==> src/rtl/mips_mem_pkg.sv <==
// Shared types and constants for the unified instruction/data memory arbiter.
// Latency: n/a (declarations only).
// Backpressure: n/a.
package mips_mem_pkg;

  localparam int ADDR_W_DEF       = 32;
  localparam int DATA_W_DEF       = 32;
  localparam int STARVE_LIMIT_DEF = 4;

  // Requester identifiers
  localparam logic REQ_IF = 1'b0;
  localparam logic REQ_D  = 1'b1;

  typedef enum logic [1:0] {
    IDLE    = 2'd0,
    BUSY_IF = 2'd1,
    BUSY_D  = 2'd2,
    DONE    = 2'd3
  } state_t;

endpackage

==> src/rtl/arb_starve_ctr.sv <==
// Saturating count of data grants issued while a fetch waits; flags when LIMIT is reached.
// Latency: count updates one edge after inc/clr; at_limit follows the registered count.
// Backpressure: none; clr has priority over inc, count holds at LIMIT.
module arb_starve_ctr #(
  parameter int unsigned LIMIT = 4
) (
  input  logic clk,
  input  logic rst,
  input  logic inc,
  input  logic clr,
  output logic at_limit
);

  localparam int W = $clog2(LIMIT + 1);

  logic [W-1:0] cnt;

  // clear on fetch grant, otherwise count up and stick at LIMIT
  always_ff @(posedge clk or posedge rst) begin
    if (rst)                               cnt <= '0;
    else if (clr)                          cnt <= '0;
    else if (inc && (cnt != W'(LIMIT)))    cnt <= cnt + 1'b1;
  end

  assign at_limit = (cnt == W'(LIMIT));

endmodule

==> src/rtl/unified_mem_arbiter.sv <==
// Shares one single-port memory between IF (fetch) and MEM (LW/SW); data wins by default.
// Latency: accept-to-gnt is L+1 edges for memory latency L; accepts spaced at least L+2 cycles.
// Backpressure: requester holds req and sees stall until its one-cycle gnt; MEM_ARB_FAIRNESS_EN adds a fetch starvation guard.
module unified_mem_arbiter
  import mips_mem_pkg::*;
#(
  parameter int ADDR_W       = ADDR_W_DEF,
  parameter int DATA_W       = DATA_W_DEF,
  parameter int STARVE_LIMIT = STARVE_LIMIT_DEF
) (
  input  logic              clk,
  input  logic              rst,
  input  logic              if_req,
  input  logic [ADDR_W-1:0] if_addr,
  output logic [DATA_W-1:0] if_rdata,
  output logic              if_gnt,
  output logic              if_stall,
  input  logic              d_req,
  input  logic              d_we,
  input  logic [ADDR_W-1:0] d_addr,
  input  logic [DATA_W-1:0] d_wdata,
  output logic [DATA_W-1:0] d_rdata,
  output logic              d_gnt,
  output logic              d_stall,
  output logic              mem_req,
  output logic              mem_we,
  output logic [ADDR_W-1:0] mem_addr,
  output logic [DATA_W-1:0] mem_wdata,
  input  logic [DATA_W-1:0] mem_rdata,
  input  logic              mem_ack,
  output logic              busy
);

  state_t state, state_nxt;
  logic   accept;
  logic   complete;
  logic   sel;
  logic   force_if;

`ifdef MEM_ARB_FAIRNESS_EN
  logic starve_hit;

  arb_starve_ctr #(
    .LIMIT(STARVE_LIMIT)
  ) u_starve_ctr (
    .clk      (clk),
    .rst      (rst),
    .inc      (complete && (state == BUSY_D) && if_req),
    .clr      (complete && (state == BUSY_IF)),
    .at_limit (starve_hit)
  );

  // a starved fetch overrides data priority for one arbitration
  assign force_if = starve_hit && if_req;
`else
  assign force_if = 1'b0;
`endif

  // state register
  always_ff @(posedge clk or posedge rst) begin
    if (rst) state <= IDLE;
    else     state <= state_nxt;
  end

  // next state: arbitrate only in IDLE, complete only on ack in BUSY_x, DONE always returns to IDLE
  always_comb begin
    state_nxt = state;
    accept    = 1'b0;
    complete  = 1'b0;
    sel       = REQ_D;
    case (state)
      IDLE: begin
        if (d_req || if_req) begin
          accept    = 1'b1;
          sel       = (d_req && !force_if) ? REQ_D : REQ_IF;
          state_nxt = (sel == REQ_D) ? BUSY_D : BUSY_IF;
        end
      end
      BUSY_IF, BUSY_D: begin
        if (mem_ack) begin
          complete  = 1'b1;
          state_nxt = DONE;
        end
      end
      DONE:    state_nxt = IDLE;
      default: state_nxt = IDLE;
    endcase
  end

  // memory port, grant pulses and read data capture
  always_ff @(posedge clk or posedge rst) begin
    if (rst) begin
      mem_req   <= 1'b0;
      mem_we    <= 1'b0;
      mem_addr  <= '0;
      mem_wdata <= '0;
      if_gnt    <= 1'b0;
      d_gnt     <= 1'b0;
      if_rdata  <= '0;
      d_rdata   <= '0;
    end else begin
      if_gnt <= 1'b0;
      d_gnt  <= 1'b0;
      if (accept) begin
        mem_req <= 1'b1;
        if (sel == REQ_D) begin
          mem_we    <= d_we;
          mem_addr  <= d_addr;
          mem_wdata <= d_wdata;
        end else begin
          mem_we    <= 1'b0;
          mem_addr  <= if_addr;
          mem_wdata <= '0;
        end
      end
      if (complete) begin
        mem_req <= 1'b0;
        mem_we  <= 1'b0;
        if (state == BUSY_IF) begin
          if_gnt   <= 1'b1;
          if_rdata <= mem_rdata;
        end else begin
          d_gnt <= 1'b1;
          if (!mem_we) d_rdata <= mem_rdata;
        end
      end
    end
  end

  assign busy     = (state != IDLE);
  assign if_stall = if_req && !if_gnt;
  assign d_stall  = d_req && !d_gnt;

endmodule

==> config.mk <==
export PLATFORM = sky130hd
export DESIGN_NAME = unified_mem_arbiter
export DESIGN_NICKNAME = d
export VERILOG_FILES = /design/src/rtl/mips_mem_pkg.sv /design/src/rtl/arb_starve_ctr.sv /design/src/rtl/unified_mem_arbiter.sv
export SDC_FILE = /design/constraint.sdc
export NUM_CORES = 1
export LEC_CHECK = 0
export CAP_MARGIN = 0
export CORE_UTILIZATION = 31
export DETAILED_ROUTE_END_ITERATION = 6
export GPL_ROUTABILITY_DRIVEN = 0
export MAX_ROUTING_LAYER = met4
export PLACE_DENSITY_LB_ADDON = 0.1
export SLEW_MARGIN = 15
export SYNTH_ARGS = -nofsm -noshare
export SYNTH_HDL_FRONTEND = slang
export SYNTH_SLANG_ARGS = --single-unit
==> constraint.sdc <==
create_clock -name clk -period 4.3 [get_ports clk]
set_clock_uncertainty 0.05 [all_clocks]
set_input_delay 0.86 -clock clk [delete_from_list [all_inputs] [get_ports clk]]
set_output_delay 0.86 -clock clk [all_outputs]
set_load 0.05 [all_outputs]
After elaboration in Yosys (flattened, before gate mapping)
Cells that the tools add are included.

Equality and inequality tests: 5. Mux-type cells: 22. Bitwise operators: 2. Reduce and logical (&&, ||, !) cells: 12.

Operators by type and width (number): 32-bit 2-to-1 mux (2); 1-bit 2-to-1 mux (16); 2-bit 2-to-1 mux (3); 2-bit one-hot mux with 3 select lines (1); 2-bit == test (second input constant) (2); 2-bit inequality test (second input constant) (2); 2-bit AND reduction (2); 2-bit nonzero test (2); 3-bit AND reduction (1); 2-bit by 1-bit == test with 1-bit output (second input constant) (1); 1-bit logical AND (2); 1-bit logical NOT (2); 2-bit logical NOT (1); 1-bit inverter (2); 2-bit OR reduction (1); 1-bit logical OR (1).

Bits in registers: 134. Input bits: 134. Output and inout port bits: 135. Logic and storage cells: 50.

Depth between registers and ports, before layout
Gate-level depths: netlist of run 1.

Depth in word-level cells: 6. Depth in mapped cells: 7. Depth with buffers taken out: 5.

Worst setup path before layout of run 1
No wires, ideal clock.

Path type: input -> output. Start point: input port d_req. End point: output port d_stall. Arrival time: 2.064 ns. Data required time: 3.390 ns. Path slack: 1.326 ns. Stages: 4. Cells stage by stage: clkbuf_2 buf_4 buf_2 nor2b_1.

Longest elaborated chain between the ends: 1.

Ends and longest elaborated chain: start, declared (line unified_mem_arbiter.sv:18) `input logic d_req,`; 1-bit logical AND (line unified_mem_arbiter.sv:132) `assign d_stall = d_req && !d_gnt;`; end, declared (line unified_mem_arbiter.sv:24) `output logic d_stall,`.

Every way passes these cells.

Final worst setup path of run 1
Start point: input port if_req. End point: output port if_stall.

Longest elaborated chain between the ends: 1.

Ends and longest elaborated chain: start, declared (line unified_mem_arbiter.sv:13) `input logic if_req,`; 1-bit logical AND (line unified_mem_arbiter.sv:131) `assign if_stall = if_req && !if_gnt;`; end, declared (line unified_mem_arbiter.sv:17) `output logic if_stall,`.

Every way passes these cells.

==> results.md, run 1 <==
* Lkg Pwr at 0.003773 uW
* Avg WL per Cell at roughly 17 microns
* Clk root buf: clkbuf_16
* Diode count at 0
* Sequential-to-total area share from yosys stat at 0.6312
* Final Slew Violations at 0
* Period Utilization, post-route at 0.7768
* Total number of H-tree levels at 4
* Yosys reg bits at 134
* NumNets Final at 800
* Synth cell count leaders: 134 x dfrtp_1, 64 x mux2_2, 33 x nand2_1, 33 x o21ai_0, 32 x a22o_1
* R2R Setup Slk at 2.25 ns
* GR Util met3 at 0.06667
* Yosys warnings at 0
* Status: finished, final reports clean
* Die span in y at 132.9 microns
* DP Area at 8217 sq um
* Layout cells sized above 1 at 0.1600
* Dominant cells by area after synthesis: dfrtp_1 63%, mux2_2 14%, a22o_1 5.3%
* Avg Vias per Cell at 4.646
* Tightest Pin Transition at 0.7557 ns
* Row cnt at 47
* Post-route minimum period at 3.340 ns
* Met1 Track Usage GR at 0.2155
* I/O Buffers at 268
* Initial antenna violation count at 0
* Startpoint types: primary input
* Fin Setup TNS at 0 ns
* Mapped Cells at roughly 400
* Final hold vios at 0
* First-pass DRT Iterations at 4
* Post-synthesis compound-gate area fraction at 0.1314
* CP Class: primary input to output port
* CP Capture Type: output port
* Max Freq at 299.4 MHz
* Detailed Route Iter0 Violations at 109
* Mapped cell area at approximately 5300 sq um
* I/O pins at 269
* Top cell type's share of synthesized area at 0.6312
* Worst-path maximum fanout at 2
* Number of max-capacitance violations reported at 0
* Cts hold-fix bufs at 0
* Die ar. at ~18,000 sq um
* Synth area leader: dfrtp_1
* Hold crit path type: register to register
* Synth-to-Final Area Change at 65.87%
* GRT Max-Usage Layer: met2
* Post-synth EDFFs at 0
* Synth Area in Adders at 0.007065
* Remaining antenna violation count at 0
* Starting Density at 0.3192
* Ys async rst share at 1.000
* Post-synthesis cell type count at 28
* Dpl cells at 864
* CTS tree: yes
* Pin count of the biggest net entering global routing at 135
* Rel. slew slack at 0.4962
* Count leader, synth: dfrtp_1
* Worst Path Arrival at 2.43 ns
* DR vias at 4,158
* Grt met2 use at 0.3019
* CTS resizes at 0
* Finish-stage setup viols at 0
* Power density cells at between 900 and 1000 nW/um^2
* Post-Syn Area per Cell at 13.45 sq um
* Synth Area in Simple Gates at 0.05488
* Post-route DRC violation count at 0
* FILL cells at 1,430
* Total CTS buffers at 17
* GR Util All Layers at 0.1863
* Core area at approximately 17,000 sq um
* Design area at 8812 sq um
* GRT overflow at 0
* Detailed Place HPWL at approximately 10,000 microns
* Ys flop type: dfrtp_1
* Die width at 132.9 microns
* First-pass GRT wire length at 24,600 microns
* Syn nets at 532
* Vias in the first global route at 4,621
* Final wirelength at between 15,000 and 20,000 microns
* Peak VDD IR at approximately 0.00046 V
* Final non-filler cell total at ~900
* CTS Sinks at 134
* Clock insertion delay at the later pin of the skew report at slightly above 0.4 ns
* Mux contribution to synthesized area at 0.1399
* Unrepaired setup endpoints after global routing: no
* CTS Buffer Depth at 2
* Largest family of logic cells by synthesized area: multiplexers
* Post-Synth XOR/XNOR Area at 0
* Worst EP required at between 3 and 4 ns
* Clk slew on worst S/H paths at about 0.050 ns
* Setup bufs post-CTS at 0
logic make-up (layout without fill, tap and decap cells):
| logic type | after synthesis | in the layout |
|---|---|---|
| AOI/OAI and AO/OA | 102 | 102 |
| buffers and inverters | 36 | 316 |
| adders and majority gates | 3 | 3 |
| DFF | 134 | 134 |
| and+or+nand+nor | 54 | 54 |
| muxes | 66 | 66 |
layer usage:
layer	part of all wire	vias up	wire length, microns
li1	-	1953	-
met1	0.42	2024	6412
met2	0.49	170	7523
met3	0.078	11	1197
met4	0.0085	0	129
met5	0	-	0
layout make-up:
cell class / count / area (sq um) / area share
Clock buffer: 24 / 501.7 / 0.05694
Clock inverter: 7 / 93.84 / 0.01065
Inverter: 8 / 33.78 / 0.003834
Multi-Input combinational cell: 225 / 1782 / 0.2022
Sequential cell: 134 / 3353 / 0.3805
Tap cell: 220 / 275.3 / 0.03124
Timing Repair Buffer: 277 / 2773 / 0.3146
state kept, by name (all words and copies together) (netlist names):
signal     flops
d_gnt          1
d_rdata       32
if_gnt         1
if_rdata      32
mem_addr      32
mem_req        1
mem_wdata     32
mem_we         1
state          2
power breakdown:
group | internal (uW) | total (uW) | switching (uW) | leakage, uW
Clock | 927 | 1450 | 522 | 0.000288
Sequential | 1870 | 2180 | 307 | 0.00165
Combinational | 1700 | 4740 | 3040 | 0.00184
placed cells by master, fill, tap and decap left out, drive strengths merged, types with 2 or more instances in the layout:
| cell type | count |
|---|---|
| o21ai | 33 |
| a21oi | 12 |
| nand3 | 2 |
| nor2b | 3 |
| clkinv | 3 |
| nand2 | 34 |
| ha | 3 |
| mux2 | 66 |
| bufinv | 2 |
| buf | 10 |
| a22o | 32 |
| dfrtp | 134 |
| clkbuf | 24 |
| a22oi | 22 |
| inv | 7 |
| clkdlybuf4s50 | 267 |
| clkinvlp | 3 |
| and3b | 10 |
per-stage QoR:
| step | total power, uW | worst slack [ns] | hold slack [ns] | utilization |
|---|---|---|---|---|
| finish | 8367 | 0.9598 | 0.4248 | 0.5295 |
| global route | 8782 | 0.9490 | 0.4461 | 0.5295 |
| CTS | 8469 | 0.9506 | 0.4327 | 0.5295 |
| detailed placement | 6973 | 0.9543 | 0.4204 | 0.4937 |
| global placement | 6911 | 0.9644 | 0.4149 | 0.4937 |
| floorplan | 5328 | 1.326 | 0.4306 | - |
worst max-delay path: stages:
cell and delay [ns]:
clkdlybuf4s50_1 0.53, nor2b_1 0.21, clkdlybuf4s50_1 0.83
final timing paths:
kind | cells past startpoint | to | start
setup / recovery | 3 | if_stall | if_req
hold / removal | 2 | mem_addr[20] | mem_addr[20]
setup reg to reg | 6 | d_rdata[14] | state[0]
hold reg to reg | 2 | mem_addr[20] | mem_addr[20]
max in group asynchronous | 3 | d_rdata[17] | rst
min in group asynchronous | 3 | mem_wdata[26] | rst
Power figures use the tool's default switching activity.
==> run 2: changes to the inputs <==
Clock period 4.3 ns to 3.1 ns, I/O delays scaled along.
==> run 2 against run 1 <==
  * Via count is 0.91% higher
  * Critical endpoint is now busy
  * Setup slack worse by 0.33 ns
  * Sequential power is 39% higher
  * Routed wire length hardly changed
  * Register-to-register slack worse by 1.2 ns
  * Total power is 38% higher
==> results.md, run 2 (synthesis results as in run 1) <==
* Worst-path maximum fanout at 33 (+31)
* Starting Density at 0.3192 (unchanged)
* Clk slew on worst S/H paths at 0.05 ns (about the same)
* Delay of the slowest critical-path stage at 0.37 ns (-0.46 ns)
* Period Utilization, post-route at 0.7957
* Reg2Reg Depth at 6 (unchanged)
* GR Util All Layers at 0.1856 (-0.0006796)
* Detailed Place HPWL at 10,900 microns (+4.0%)
* Cts hold-fix bufs at 0 (unchanged)
* Commonest non-fill, non-tap cells in the layout: 265 x clkdlybuf4s50_1, 134 x dfrtp_1, 64 x mux2_2
* Vias in the first global route at 4,550 (-1.5%)
* Die span in y at 132.9 microns (unchanged)
* Max Freq at 405.4 MHz
* R2R Setup Slk at 1.08 ns (-1.17 ns)
* Post-route DRC violation count at 0 (unchanged)
* Most common cell after layout, fill and taps aside: clkdlybuf4s50_1
* Final worst setup slack at 0.6334 ns (-0.3263 ns)
* CTS tree: yes
* First-pass DRT Iterations at 4 (unchanged)
* Avg Vias per Cell at 4.662 (+0.35%)
* Unrepaired setup endpoints after global routing: no
* Hold depth at 2 (unchanged)
* Status: finished, final reports clean
* Row cnt at 47 (unchanged)
* Setup bufs post-CTS at 0 (unchanged)
* Rel. slew slack at 0.5023 (+0.006090)
* Lkg Pwr at 0.003793 uW (+0.55%)
* Avg WL per Cell at 16.96 microns (-0.57%)
* Critical-path cell list: inv_1 -> ha_1 -> inv_1 -> buf_4 -> buf_4
* CP Class: register to output port
* Finish-stage setup viols at 0 (unchanged)
* Initial antenna violation count at 0 (unchanged)
* Overall power at 11,560 uW (+38%)
* NumNets Final at 805 (+0.63%)
* CTS resizes at 0 (unchanged)
* DR vias at 4,196 (+0.91%)
* I/O pins at 269 (unchanged)
* Pin count of the biggest net entering global routing at 59 (-56%)
* FILL cells at 1,420 (-0.70%)
* Diode count at 0 (unchanged)
* Clock insertion delay at the later pin of the skew report at 0.41 ns (about the same)
* Clk root buf: clkbuf_16
* Worst EP required at 2.43 ns (-0.96 ns)
* Number of max-capacitance violations reported at 0 (unchanged)
* Layout cells sized above 1 at 0.1706 (+0.01059)
* Final hold vios at 0 (unchanged)
* Tightest Pin Transition at 0.7466 ns (-0.009135 ns)
* CP max-delay cell: dfrtp_1
* Fin Setup TNS at 0 ns (unchanged)
* Startpoint types: register
* Post-route minimum period at 2.467 ns
* Final wirelength at 15,260 microns (about the same)
* Final Slew Violations at 0 (unchanged)
* CP Capture Type: output port
* Detailed Route Iter0 Violations at 92 (-16%)
* Core area at 16,640 sq um (unchanged)
* Total number of H-tree levels at 4 (unchanged)
* Die width at 132.9 microns (unchanged)
* I/O Buffers at 268 (unchanged)
* Hold crit path type: register to register
* Fin util at 0.5310 (+0.001504)
* Total CTS buffers at 17 (unchanged)
* Peak VDD IR at 0.0006859 V (+49%)
* Die ar. at 17,670 sq um (unchanged)
* First-pass GRT wire length at 24,470 microns (-0.50%)
* Remaining antenna violation count at 0 (unchanged)
* DP Worst Slack at 0.6404 ns (-0.3139 ns)
* Synth-to-Final Area Change at 66.34%
* Worst Path Arrival at 1.80 ns (-0.63 ns)
* Power density cells at 1308 nW/um^2 (+38%)
* CTS Buffer Depth at 2 (unchanged)
* GRT overflow at 0 (unchanged)
* CTS Sinks at 134 (unchanged)
run 2: cell count changes in the layout (fill, tap and decap cells not counted):
| cell | delta |
|---|---|
| buf_4 | +5 |
| clkbuf_8 | -5 |
| buf_12 | +2 |
| clkinvlp_4 | +1 |
| clkdlybuf4s50_1 | -2 |
| inv_6 | +1 |
| clkinv_2 | +3 |
| clkbuf_1 | -1 |
| clkinv_4 | +1 |
run 2: area by class of cell:
class,instances,area [sq um],share of cell area
multi-input cells,225,1782,0.2016
repair buffers,282,2830,0.3203
flip-flops and latches,134,3353,0.3794
clock inverters,13,133.9,0.01515
inverters,8,33.78,0.003823
clock buffers,18,429.2,0.04856
well taps,220,275.3,0.03115
run 2: final timing paths:
check | from | to
worst max-delay path | state[0] | busy
worst min-delay path | mem_addr[20] | mem_addr[20]
worst max register to register | state[0] | d_rdata[30]
worst min register to register | mem_addr[20] | mem_addr[20]
max in group asynchronous | rst | if_gnt
min in group asynchronous | rst | mem_wdata[0]
run 2: routing by layer:
metal	vias to the layer above	global-route usage	routed length, microns
li1	1970	-	-
met1	2040	0.2199	6534
met2	169	0.2987	7407
met3	17	0.05402	1070
met4	0	0.06769	249
met5	-	-	0
run 2: stage by stage:
step / area, sq um / hold WS, ns / instances
after floorplan: 5316 / 0.4306 / 395
after global placement: 8274 / 0.4160 / 869
after detailed placement: 8274 / 0.4206 / 869
after CTS: 8837 / 0.4332 / 900
after global routing: 8837 / 0.4483 / 900
final: 8837 / 0.4293 / 900
run 2: worst max-delay path, delay by kind of cell, from the launching register on:
kind | cells | cell delay (ns)
fa+ha+maj | 1 | 0.27
buf+inv | 4 | 0.73
flops | 1 | 0.37
run 2: power breakdown:
part / total, uW / leakage (uW) / switching [uW] / internal, uW
clock network: 1920 / 0.000272 / 743 / 1170
logic: 6610 / 0.00188 / 4210 / 2400
registers: 3030 / 0.00165 / 434 / 2600
total: 11600 / 0.00379 / 5390 / 6170
